### config.mk
export PLATFORM = sky130hd
export DESIGN_NAME = hcsr04_sensor_ctrl
export DESIGN_NICKNAME = d
export VERILOG_FILES = /design/src/rtl/hcsr04_sensor_ctrl.sv
export SDC_FILE = /design/constraint.sdc
export NUM_CORES = 1
export LEC_CHECK = 0
export CAP_MARGIN = 20
export CELL_PAD_IN_SITES_DETAIL_PLACEMENT = 1
export CELL_PAD_IN_SITES_GLOBAL_PLACEMENT = 1
export CORE_AREA = 2 2 102 104
export DETAILED_ROUTE_END_ITERATION = 8
export DIE_AREA = 0 0 104 106
export PLACE_DENSITY_LB_ADDON = 0.1
export REMOVE_ABC_BUFFERS = 1
export SETUP_SLACK_MARGIN = 0.02
export SKIP_CTS_REPAIR_TIMING = 1
export SLEW_MARGIN = 0
export SYNTH_ARGS = -nofsm -noshare
export SYNTH_HDL_FRONTEND = slang
export SYNTH_SLANG_ARGS = --single-unit
export TNS_END_PERCENT = 50
### constraint.sdc
create_clock -name clk -period 7 [get_ports clk]
set_input_delay 0.7 -clock clk [delete_from_list [all_inputs] [get_ports clk]]
set_output_delay 0.7 -clock clk [all_outputs]
set_load 0.02 [all_outputs]
### src/rtl/hcsr04_sensor_ctrl.sv
// HC-SR04 ultrasonic ranger controller: issues the trigger pulse, times the echo
// and converts the echo width to millimetres by counting clocks per mm.
module hcsr04_sensor_ctrl #(
   parameter int unsigned TRIG_CYCLES   = 500,
   parameter int unsigned CYCLES_PER_MM = 294,
   parameter int unsigned ECHO_WAIT_MAX = 1_500_000,
   parameter int unsigned ECHO_HIGH_MAX = 1_900_000
) (
   input  logic        clk,
   input  logic        rst,
   input  logic        start,
   output logic        trigger,
   input  logic        echo,
   output logic        done,
   output logic [15:0] distance
);

   localparam logic [2:0] S_IDLE      = 3'd0;
   localparam logic [2:0] S_TRIG      = 3'd1;
   localparam logic [2:0] S_WAIT_ECHO = 3'd2;
   localparam logic [2:0] S_MEASURE   = 3'd3;
   localparam logic [2:0] S_DONE      = 3'd4;

   localparam int unsigned TMR_MAX_A = (TRIG_CYCLES > ECHO_WAIT_MAX) ? TRIG_CYCLES : ECHO_WAIT_MAX;
   localparam int unsigned TMR_MAX   = (TMR_MAX_A > ECHO_HIGH_MAX) ? TMR_MAX_A : ECHO_HIGH_MAX;
   localparam int unsigned TMR_W     = (TMR_MAX > 1) ? $clog2(TMR_MAX) : 1;
   localparam int unsigned CYC_W     = (CYCLES_PER_MM > 1) ? $clog2(CYCLES_PER_MM) : 1;

   localparam logic [TMR_W-1:0] TRIG_LAST = TMR_W'(TRIG_CYCLES - 1);
   localparam logic [TMR_W-1:0] WAIT_LAST = TMR_W'(ECHO_WAIT_MAX - 1);
   localparam logic [TMR_W-1:0] HIGH_LAST = TMR_W'(ECHO_HIGH_MAX - 1);
   localparam logic [CYC_W-1:0] CYC_LAST  = CYC_W'(CYCLES_PER_MM - 1);
   localparam logic [CYC_W-1:0] CYC_HALF  = CYC_W'(CYCLES_PER_MM / 2);

   logic [2:0]       state_q, state_d;
   logic [TMR_W-1:0] timer_q, timer_d;
   logic [CYC_W-1:0] cyc_q,   cyc_d;
   logic [15:0]      mm_q,    mm_d;
   logic [15:0]      dist_q,  dist_d;
   logic             trig_q,  trig_d;
   logic             done_q,  done_d;
   logic             echo_s1_q, echo_s2_q, echo_prev_q;
   logic             echo_rise;
   logic [15:0]      mm_rounded;

   always_ff @(posedge clk or posedge rst) begin
      if (rst) begin
         echo_s1_q   <= 1'b0;
         echo_s2_q   <= 1'b0;
         echo_prev_q <= 1'b0;
      end else begin
         echo_s1_q   <= echo;
         echo_s2_q   <= echo_s1_q;
         echo_prev_q <= echo_s2_q;
      end
   end

   assign echo_rise = echo_s2_q & ~echo_prev_q;

   // Round half-up on the residual cycle count, without overflowing past 16'hFFFF.
   assign mm_rounded = ((cyc_q >= CYC_HALF) && (mm_q != 16'hFFFF)) ? (mm_q + 16'd1) : mm_q;

   always_comb begin
      state_d = state_q;
      timer_d = timer_q;
      cyc_d   = cyc_q;
      mm_d    = mm_q;
      dist_d  = dist_q;
      trig_d  = trig_q;
      done_d  = done_q;
      case (state_q)
         S_IDLE, S_DONE: begin
            if (start) begin
               state_d = S_TRIG;
               trig_d  = 1'b1;
               done_d  = 1'b0;
               timer_d = '0;
            end
         end
         S_TRIG: begin
            if (timer_q == TRIG_LAST) begin
               trig_d  = 1'b0;
               timer_d = '0;
               state_d = S_WAIT_ECHO;
            end else begin
               timer_d = timer_q + 1'b1;
            end
         end
         S_WAIT_ECHO: begin
            if (echo_rise) begin
               state_d = S_MEASURE;
               timer_d = '0;
               cyc_d   = '0;
               mm_d    = '0;
            end else if (timer_q == WAIT_LAST) begin
               dist_d  = 16'hFFFF;
               done_d  = 1'b1;
               state_d = S_DONE;
            end else begin
               timer_d = timer_q + 1'b1;
            end
         end
         S_MEASURE: begin
            if (!echo_s2_q) begin
               dist_d  = mm_rounded;
               done_d  = 1'b1;
               state_d = S_DONE;
            end else if (timer_q == HIGH_LAST) begin
               dist_d  = 16'hFFFF;
               done_d  = 1'b1;
               state_d = S_DONE;
            end else begin
               timer_d = timer_q + 1'b1;
               if (cyc_q == CYC_LAST) begin
                  cyc_d = '0;
                  if (mm_q != 16'hFFFF) begin
                     mm_d = mm_q + 16'd1;
                  end
               end else begin
                  cyc_d = cyc_q + 1'b1;
               end
            end
         end
         default: begin
            state_d = S_IDLE;
            trig_d  = 1'b0;
            done_d  = 1'b0;
         end
      endcase
   end

   always_ff @(posedge clk or posedge rst) begin
      if (rst) begin
         state_q <= S_IDLE;
         timer_q <= '0;
         cyc_q   <= '0;
         mm_q    <= '0;
         dist_q  <= '0;
         trig_q  <= 1'b0;
         done_q  <= 1'b0;
      end else begin
         state_q <= state_d;
         timer_q <= timer_d;
         cyc_q   <= cyc_d;
         mm_q    <= mm_d;
         dist_q  <= dist_d;
         trig_q  <= trig_d;
         done_q  <= done_d;
      end
   end

   assign trigger  = trig_q;
   assign done     = done_q;
   assign distance = dist_q;

endmodule

==> results.py, run 1 <==
metrics = {
    "run_status": {
        "status": "completed",
    },
    "final_layout": {
        "n_fill_cell": 1201,
        "antenna_cells": 0,
        "final_cells": 590,
        "nets": 457,
        "post-route-util_pct": 44.01,
        "multiInputGateArea_um2": 2019,
        "areaGrowthSynthToFinish_pct": 12.91,
        "regArea_um2": 1752,
        "layout_commonest_cell": "dfrtp_1",
        "drive_gt1_share_pct": 7.489,
        "mostFrequentLayoutCells": "dfrtp_1 (70), nor2_1 (51), o21ai_0 (37)",
    },
    "synth": {
        "syn-instance-count": 433,
        "synthSimpleGateAreaFrac_pct": 26.45,
        "synth_adder_area_share_pct": 1.284,
        "synth_top_family_by_area": "simple AND/OR/NAND/NOR gates",
        "yosysSeqAreaShare_pct": 44.94,
        "ys_seq_elements": 70,
        "ys.warnings.count": 0,
        "ys_async_sr_fraction_pct": 100.0,
        "muxShareOfSynthArea_pct": 0.2568,
        "synth.distinct_cells": 55,
        "synth_area_um2": 3897,
        "synth_edf_count": 0,
        "syn_area_per_cell_um2": 9.001,
        "synthXorXnorAreaFrac_pct": 6.067,
        "synth_compound_area_share_pct": 17.75,
        "synth_ff_type": "dfrtp_1",
    },
    "global_routing": {
        "grt_pass1_vias": 3457,
        "grt_max_degree": 71,
        "grt-ovfl-total": 0,
        "antenna_found_initial": 0,
        "grt_pass1_wl_um": 17320,
        "grt_usage_pct": 19.35,
    },
    "floorplan": {
        "die_area_um2": 11020,
        "die_h_um": 106,
        "die-width_um": 104,
        "coreArea_um2": 10000,
        "start_util_pct": 38.98,
        "fp-row-count": 37,
        "ioPinCount": 22,
    },
    "timing": {
        "fmax_mhz": 342.2,
        "fin_worst_skew_ns": 0.01384,
        "slew_headroom_pct": 39.45,
        "setup_viol": 0,
        "tightest_slew_ns": 0.9083,
        "finalCriticalPeriod_ns": 2.922,
        "period_share_pct": 41.74,
        "setup_slack_ns": 4.078,
        "maxSlewViolCount": 0,
        "rsz0062_at_grt": "false",
        "final_hold_viol_count": 0,
        "hold-worst-slack_ns": 0.3529,
        "tns_ns": 0,
    },
    "setup_path": {
        "reg2reg_depth": 6,
        "worst-path-max-fanout": 19,
        "cp_num_cells": 6,
        "crit_chain": "or4b_1 -> nor4_2 -> a21oi_2 -> o21ai_2 -> or3_1 -> o21ai_0",
        "cp_num_buf_inv": 0,
        "cp_top_family": "simple AND/OR/NAND/NOR gates",
        "endpoint_kind": "register",
        "worstPathArrival_ns": 3.12,
        "max_stage_delay_ns": 0.55,
        "critical_path_class": "register to register",
        "required_ns": 7.20,
        "start_kind": "register",
        "worst_path_max_delay_cell": "or4b_1",
    },
    "clock_tree": {
        "cts_tree": "built",
        "clockRootBuffer": "clkbuf_8",
        "clk_pin_slew_ns": 0.07,
        "htree_levels": 3,
        "cts_buffers": 9,
        "clock-sinks": 70,
        "worstSkewPairLatency_ns": 0.35,
        "clock_path_buffers": 2,
    },
    "placement": {
        "io_buffer_count": 21,
        "dp_hpwl_um": 6962,
        "dp.cells": 574,
        "place_ws_ns": 4.061,
        "gp_congestion": 0.7931,
    },
    "detailed_routing": {
        "ant_nets": 0,
        "drtIter0Drc": 91,
        "drc": 0,
        "avgRoutedWirePerCell_um": 17.10,
        "drt-total-wl_um": 10090,
        "first_pass_iters": 4,
        "vias": 3319,
        "vias_per_cell": 5.625,
    },
    "min_path": {
        "min_path_type": "register to register",
        "hold_depth": 0,
    },
    "pwr": {
        "p_per_area_nw_per_um2": 307.8,
        "p_leak_nw": 1.671,
        "peakVddDrop_mv": 0.1208,
    },
    "run": {
        "max_cap_viol_count": 0,
    },
}
flip-flops by register name, summed over array words and instances, names as in the netlist:
| register | cells |
|---|---|
| timer_q | 21 |
| distance | 16 |
| mm_q | 16 |
| cyc_q | 9 |
| state_q | 3 |
| done | 1 |
| echo_prev_q | 1 |
| echo_s1_q | 1 |
| echo_s2_q | 1 |
| trigger | 1 |
stage by stage:
stage                     cell area, um^2  power (mW)
after floorplan                      3801      0.8393
after global placement               4197       1.025
after detailed placement             4208       1.039
after CTS                            4400       1.370
after global routing                 4400       1.442
final                                4400       1.354
report_power, final:
group | switching, mW | internal [mW] | total (mW)
registers | 0.0558 | 0.474 | 0.530
logic | 0.294 | 0.201 | 0.495
clock network | 0.154 | 0.175 | 0.329
logic make-up (layout without fill, tap and decap cells):
| logic type | Yosys count | after routing |
|---|---|---|
| flops | 70 | 70 |
| mux | 1 | 1 |
| xor+xnor | 27 | 27 |
| buf+inv | 27 | 48 |
| compound gates | 109 | 109 |
| fa+ha+maj | 4 | 4 |
| simple gates | 195 | 195 |
layer usage:
layer	GRT usage [%]	vias up	share of wire [%]
met1	26.70	1644	51
met5	0	-	0
met2	31.53	45	45
li1	-	1615	-
met4	6.660	0	1.4
met3	2.514	15	2.3
path summary, 6_finish.rpt:
check | startpoint | endpoint | slack, ns
setup / recovery | timer_q[16] | mm_q[0] | 4.08
hold / removal | echo_s1_q | echo_s2_q | 0.35
setup reg to reg | timer_q[16] | mm_q[0] | 4.08
hold reg to reg | echo_s1_q | echo_s2_q | 0.35
max in group asynchronous | rst | cyc_q[6] | 5.45
min in group asynchronous | rst | distance[11] | 0.95
cells in the mapped netlist, types with 5 or more instances:
| library cell | instances | area share [%] |
|---|---|---|
| nand4_1 | 14 | 2.2 |
| and3_1 | 6 | 0.96 |
| o21a_1 | 7 | 1.3 |
| nor3_1 | 25 | 3.2 |
| nand2_1 | 26 | 2.5 |
| o31ai_1 | 17 | 3.3 |
| and2_1 | 5 | 0.80 |
| dfrtp_1 | 70 | 45 |
| nor2_1 | 51 | 4.9 |
| clkbuf_1 | 10 | 0.96 |
| nor4_1 | 5 | 0.80 |
| xnor2_1 | 24 | 5.4 |
| o41ai_1 | 5 | 1.1 |
| nand2b_1 | 6 | 0.96 |
| nand3_1 | 25 | 3.2 |
| inv_1 | 8 | 0.77 |
| o21ai_0 | 37 | 4.8 |
| a21oi_1 | 24 | 3.1 |
area by class of cell:
type | count | share of cell area (%)
multi-input cells | 336 | 45.89
flip-flops and latches | 70 | 39.81
repair buffers | 24 | 5.374
well taps | 136 | 3.867
clock buffers | 13 | 3.384
clock inverters | 3 | 0.9952
inverters | 8 | 0.6824
Note: power is estimated with default switching activity, not from simulation.
==> run 2, diff against run 1 <==
clock period = 2.8 ns   (was 7 ns; I/O delays follow)
==> run 2 against run 1 <==
Effect of this change:
- sequential share of layout area decreased by 1.2 points
- global-route usage increased by 0.54 points
- hold slack got worse by 0.012 ns
- sequential cell count unchanged
- first-iteration DRC count increased by 53%
- worst setup slack got worse by 3.8 ns
- clock power increased to 2.8 times the previous value
- cell area increased by 3.2%
- cell count increased by 2.2%
==> results.py, run 2 (same netlist as run 1, synthesis figures left out) <==
metrics = {
    "setup_path": {
        "cp_num_buf_inv": 0,
        "critical_path_class": "register to register",
        "worst-path-max-fanout": 6,
        "startpoint": "timer_q[16]",
        "critical_path.reg2reg.startpoint": "timer_q[16]",
        "reg2reg_depth": 6,
        "start_kind": "register",
        "reg2reg_slack_ns": 0.24,
        "r2r_end": "done",
        "worst_path_max_delay_cell": "or4b_1",
        "required_ns": 3.03,
        "cp_top_family": "simple AND/OR/NAND/NOR gates",
        "worstPathArrival_ns": 2.79,
        "endpoint_kind": "register",
        "crit_chain": "or4b_1 -> nor4_2 -> a21oi_2 -> nand4b_1 -> or3_1 -> a21o_1",
        "max_stage_delay_ns": 0.57,
    },
    "timing": {
        "slew_headroom_pct": 60.97,
        "tightest_slew_ns": 0.5801,
        "setup_viol": 0,
        "final_hold_viol_count": 0,
        "rsz0062_at_grt": "false",
        "maxSlewViolCount": 0,
        "fin_worst_skew_ns": 0.01009,
        "fmax_mhz": 391.2,
        "finalCriticalPeriod_ns": 2.556,
        "hold-worst-slack_ns": 0.3410,
        "tns_ns": 0,
        "period_share_pct": 91.29,
    },
    "detailed_routing": {
        "first_pass_iters": 5,
        "avgRoutedWirePerCell_um": 17.15,
        "ant_nets": 0,
        "drt-total-wl_um": 10340,
        "vias_per_cell": 5.640,
        "drc": 0,
        "drtIter0Drc": 139,
        "vias": 3401,
    },
    "floorplan": {
        "fp-row-count": 37,
        "die_h_um": 106,
        "die_area_um2": 11020,
        "ioPinCount": 22,
        "die-width_um": 104,
        "start_util_pct": 38.98,
        "coreArea_um2": 10000,
    },
    "clock_tree": {
        "clock_path_buffers": 2,
        "worstSkewPairLatency_ns": 0.34,
        "cts_buffers": 9,
        "cts_tree": "built",
        "clock-sinks": 70,
        "clockRootBuffer": "clkbuf_8",
        "clk_pin_slew_ns": 0.08,
        "htree_levels": 3,
    },
    "global_routing": {
        "grt_pass1_vias": 3463,
        "antenna_found_initial": 0,
        "grt-ovfl-total": 0,
        "grt_max_degree": 71,
        "grt_usage_pct": 19.90,
        "grt_pass1_wl_um": 17880,
    },
    "final_layout": {
        "mostFrequentLayoutCells": "dfrtp_1 (70), nor2_1 (51), o21ai_0 (37)",
        "largest_register_ffs": 21,
        "layout_commonest_cell": "dfrtp_1",
        "drive_gt1_share_pct": 10.28,
        "areaGrowthSynthToFinish_pct": 16.53,
        "largest-register": "timer_q",
        "nets": 470,
        "antenna_cells": 0,
        "final_cells": 603,
    },
    "pwr": {
        "p_leak_nw": 1.751,
        "clkPwrFrac_pct": 25.9,
        "internal_power_mw": 2.268,
        "swShare_pct": 36.06,
        "p_total_mw": 3.547,
        "peakVddDrop_mv": 0.3214,
        "p_seq_share_pct": 37.6,
        "power_frac_comb_pct": 36.5,
        "p_switching_mw": 1.279,
        "p_per_area_nw_per_um2": 781.0,
    },
    "run_status": {
        "status": "completed",
    },
    "placement": {
        "dp_hpwl_um": 7084,
        "gp_congestion": 0.8469,
        "dp.cells": 587,
        "io_buffer_count": 21,
    },
    "min_path": {
        "min_path_type": "primary input to asynchronous set/reset pin",
    },
    "run": {
        "max_cap_viol_count": 0,
    },
}
==> run 2: changes by cell type in the layout (fill, tap and decap cells not counted), sizes merged <==
cell,previous run,this run
clkbuf,13,12
buf,3,16
bufinv,1,2
==> run 2: power groups by stage <==
stage	Combinational (mW)	Clock [mW]	Sequential [mW]
6_report	1.30	0.919	1.33
5_1_grt	1.44	0.986	1.36
2_1_floorplan	0.617	0	1.48
4_1_cts	1.31	0.947	1.33
3_5_place_dp	1.31	0	1.35
3_3_place_gp	1.28	0	1.34
==> run 2: area by class of cell <==
class / instances / area, um^2
Fill cell: 1209 / 5458
Clock inverter: 4 / 70.07
Clock buffer: 12 / 145.1
Sequential cell: 70 / 1752
Tap cell: 136 / 170.2
Inverter: 8 / 30.03
Timing Repair Buffer: 37 / 355.3
Multi-Input combinational cell: 336 / 2019
==> run 2: per-layer routing <==
layer | GRT usage [%] | vias up | share of wire, %
met5 | 0 | - | 0
met4 | 4.440 | 0 | 0.95
met3 | 3.311 | 11 | 2.7
met2 | 32.42 | 55 | 47
met1 | 27.93 | 1700 | 50
li1 | - | 1635 | -
==> run 2: how the worst max path moves through the flow <==
stage                 endpoint  slack, ns  depth (start not counted)
global route        state_q[1]       0.05                          6
CTS                       done       0.22                          6
detailed placement        done       0.24                          6
floorplan              mm_q[2]       0.38                          6
global placement    state_q[1]       0.30                          6
finish                    done       0.24                          6
==> run 2: worst register-to-register path: stages, from the launching register on <==
cell and delay [ns]:
dfrtp_1 0.46, or4b_1 0.57, nor4_2 0.42, a21oi_2 0.15, nand4b_1 0.25, or3_1 0.39, a21o_1 0.20
==> run 2: per-stage QoR <==
| stage | util, % | worst slack (ns) | cell area (um^2) |
|---|---|---|---|
| floorplan | - | 0.3779 | 3801 |
| global placement | 43.27 | 0.2964 | 4327 |
| detailed placement | 43.27 | 0.2432 | 4327 |
| CTS | 45.42 | 0.2172 | 4542 |
| global route | 45.42 | 0.05447 | 4542 |
| finish | 45.42 | 0.2438 | 4542 |
==> run 3, diff against run 2 <==
PLACE_DENSITY_LB_ADDON = 0.25   (was 0.1)
==> run 3 against run 2 <==
Effect of this change:
- sequential power about the same
- clock skew about the same
- sequential cell count unchanged
==> results.py, run 3 (same netlist as run 1, synthesis figures left out) <==
metrics = {
    "placement": {
        "gp_congestion": 0.8328,
        "dp_hpwl_um": 6961,
        "post_dp_cell_area_um2": 4319,
        "io_buffer_count": 21,
    },
    "detailed_routing": {
        "vias": 3358,
        "avgRoutedWirePerCell_um": 16.66,
        "first_pass_iters": 4,
        "drtIter0Drc": 116,
        "ant_nets": 0,
        "drc": 0,
        "drt-total-wl_um": 10030,
        "vias_per_cell": 5.578,
    },
    "setup_path": {
        "worst_path_max_delay_cell": "or4_4",
        "max_stage_delay_ns": 0.53,
        "worst-path-max-fanout": 10,
        "cp_num_cells": 5,
        "cp_top_family": "simple AND/OR/NAND/NOR gates",
        "cp-endpoint": "timer_q[7]",
        "start_kind": "register",
        "cp_num_buf_inv": 0,
        "critical_path.reg2reg.startpoint": "timer_q[14]",
        "reg2reg_slack_ns": 0.23,
        "worstPathArrival_ns": 2.78,
        "startpoint": "timer_q[14]",
        "endpoint_kind": "register",
        "crit_chain": "or4_1 -> or4_4 -> o311ai_4 -> or3_1 -> o41ai_1",
        "r2r_end": "timer_q[7]",
        "required_ns": 3.02,
        "critical_path_class": "register to register",
        "reg2reg_depth": 5,
    },
    "final_layout": {
        "layout_commonest_cell": "dfrtp_1",
        "nets": 469,
        "largest_register_ffs": 21,
        "mostFrequentLayoutCells": "dfrtp_1 (70), nor2_1 (51), o21ai_0 (37)",
        "antenna_cells": 0,
        "areaGrowthSynthToFinish_pct": 15.38,
        "n_fill_cell": 1208,
        "drive_gt1_share_pct": 10.09,
        "fin_area_um2": 4497,
        "largest-register": "timer_q",
    },
    "clock_tree": {
        "cts_tree": "built",
        "clock_path_buffers": 2,
        "clock-sinks": 70,
        "clockRootBuffer": "clkbuf_8",
        "clk_pin_slew_ns": 0.08,
        "htree_levels": 3,
        "worstSkewPairLatency_ns": 0.34,
        "cts_buffers": 9,
    },
    "timing": {
        "hold-worst-slack_ns": 0.3501,
        "setup_viol": 0,
        "slew_headroom_pct": 54.71,
        "fmax_mhz": 389.7,
        "final_hold_viol_count": 0,
        "tightest_slew_ns": 0.6732,
        "period_share_pct": 91.63,
        "rsz0062_at_grt": "false",
        "fin_worst_skew_ns": 0.009765,
        "maxSlewViolCount": 0,
        "finalCriticalPeriod_ns": 2.566,
        "tns_ns": 0,
    },
    "min_path": {
        "min_path_type": "primary input to asynchronous set/reset pin",
    },
    "pwr": {
        "peakVddDrop_mv": 0.3355,
        "p_leak_nw": 1.731,
        "p_per_area_nw_per_um2": 750.0,
    },
    "global_routing": {
        "grt_pass1_vias": 3499,
        "grt-ovfl-total": 0,
        "grt_max_degree": 71,
        "grt_pass1_wl_um": 17420,
        "grt_usage_pct": 19.34,
        "antenna_found_initial": 0,
    },
    "run": {
        "max_cap_viol_count": 0,
    },
    "floorplan": {
        "ioPinCount": 22,
        "die-width_um": 104,
        "start_util_pct": 38.98,
        "die_h_um": 106,
        "coreArea_um2": 10000,
        "fp-row-count": 37,
        "die_area_um2": 11020,
    },
    "run_status": {
        "status": "completed",
    },
}
run 3: changes by cell type in the layout (fill, tap and decap cells not counted):
cell	before	now
clkinv_4	0	1
bufinv_16	2	0
buf_4	14	13
clkbuf_8	10	11
run 3: worst register-to-register path: stages (launching register included):
cell and delay (ns):
dfrtp_1 0.41, or4_1 0.53, or4_4 0.53, o311ai_4 0.53
or3_1 0.33, o41ai_1 0.11
run 3: final cells by class:
cell class,instances,area (um^2),area share [%]
Clock buffer,13,158.9,3.534
Sequential cell,70,1752,38.95
Timing Repair Buffer,36,347.8,7.735
Multi-Input combinational cell,336,2019,44.91
Clock inverter,3,18.77,0.4174
Tap cell,136,170.2,3.784
Inverter,8,30.03,0.6678
run 3: stage by stage:
| stage | utilization (%) | cells | power [mW] | worst slack [ns] |
|---|---|---|---|---|
| after CTS | 44.97 | 602 | 3.408 | 0.2199 |
| after global placement | 43.19 | 586 | 2.610 | 0.2722 |
| final | 44.97 | 602 | 3.372 | 0.2342 |
| after detailed placement | 43.19 | 586 | 2.651 | 0.2248 |
| after global routing | 44.97 | 602 | 3.611 | 0.06370 |
| after floorplan | - | 414 | 2.098 | 0.3779 |
run 3: metal layers:
metal,vias up,global-route usage [%],share of wire [%]
met5,-,0,0
met4,0,6.178,1.4
met3,13,2.452,1.9
met2,45,31.30,48
met1,1671,27.11,49
li1,1629,-,-
run 3: worst min path at each step:
stage | startpoint | to | slack, ns
2_1_floorplan | echo | echo_s1_q | 0.31
3_3_place_gp | echo_s1_q | echo_s2_q | 0.33
3_5_place_dp | echo_s1_q | echo_s2_q | 0.34
4_1_cts | echo_s1_q | echo_s2_q | 0.35
5_1_grt | echo_s1_q | echo_s2_q | 0.36
6_report | rst | distance[14] | 0.35
run 3: power breakdown:
part	leakage, nW	switching, mW	internal [mW]
clock network	0.0934	0.383	0.370
logic	0.710	0.747	0.544
registers	0.927	0.143	1.19
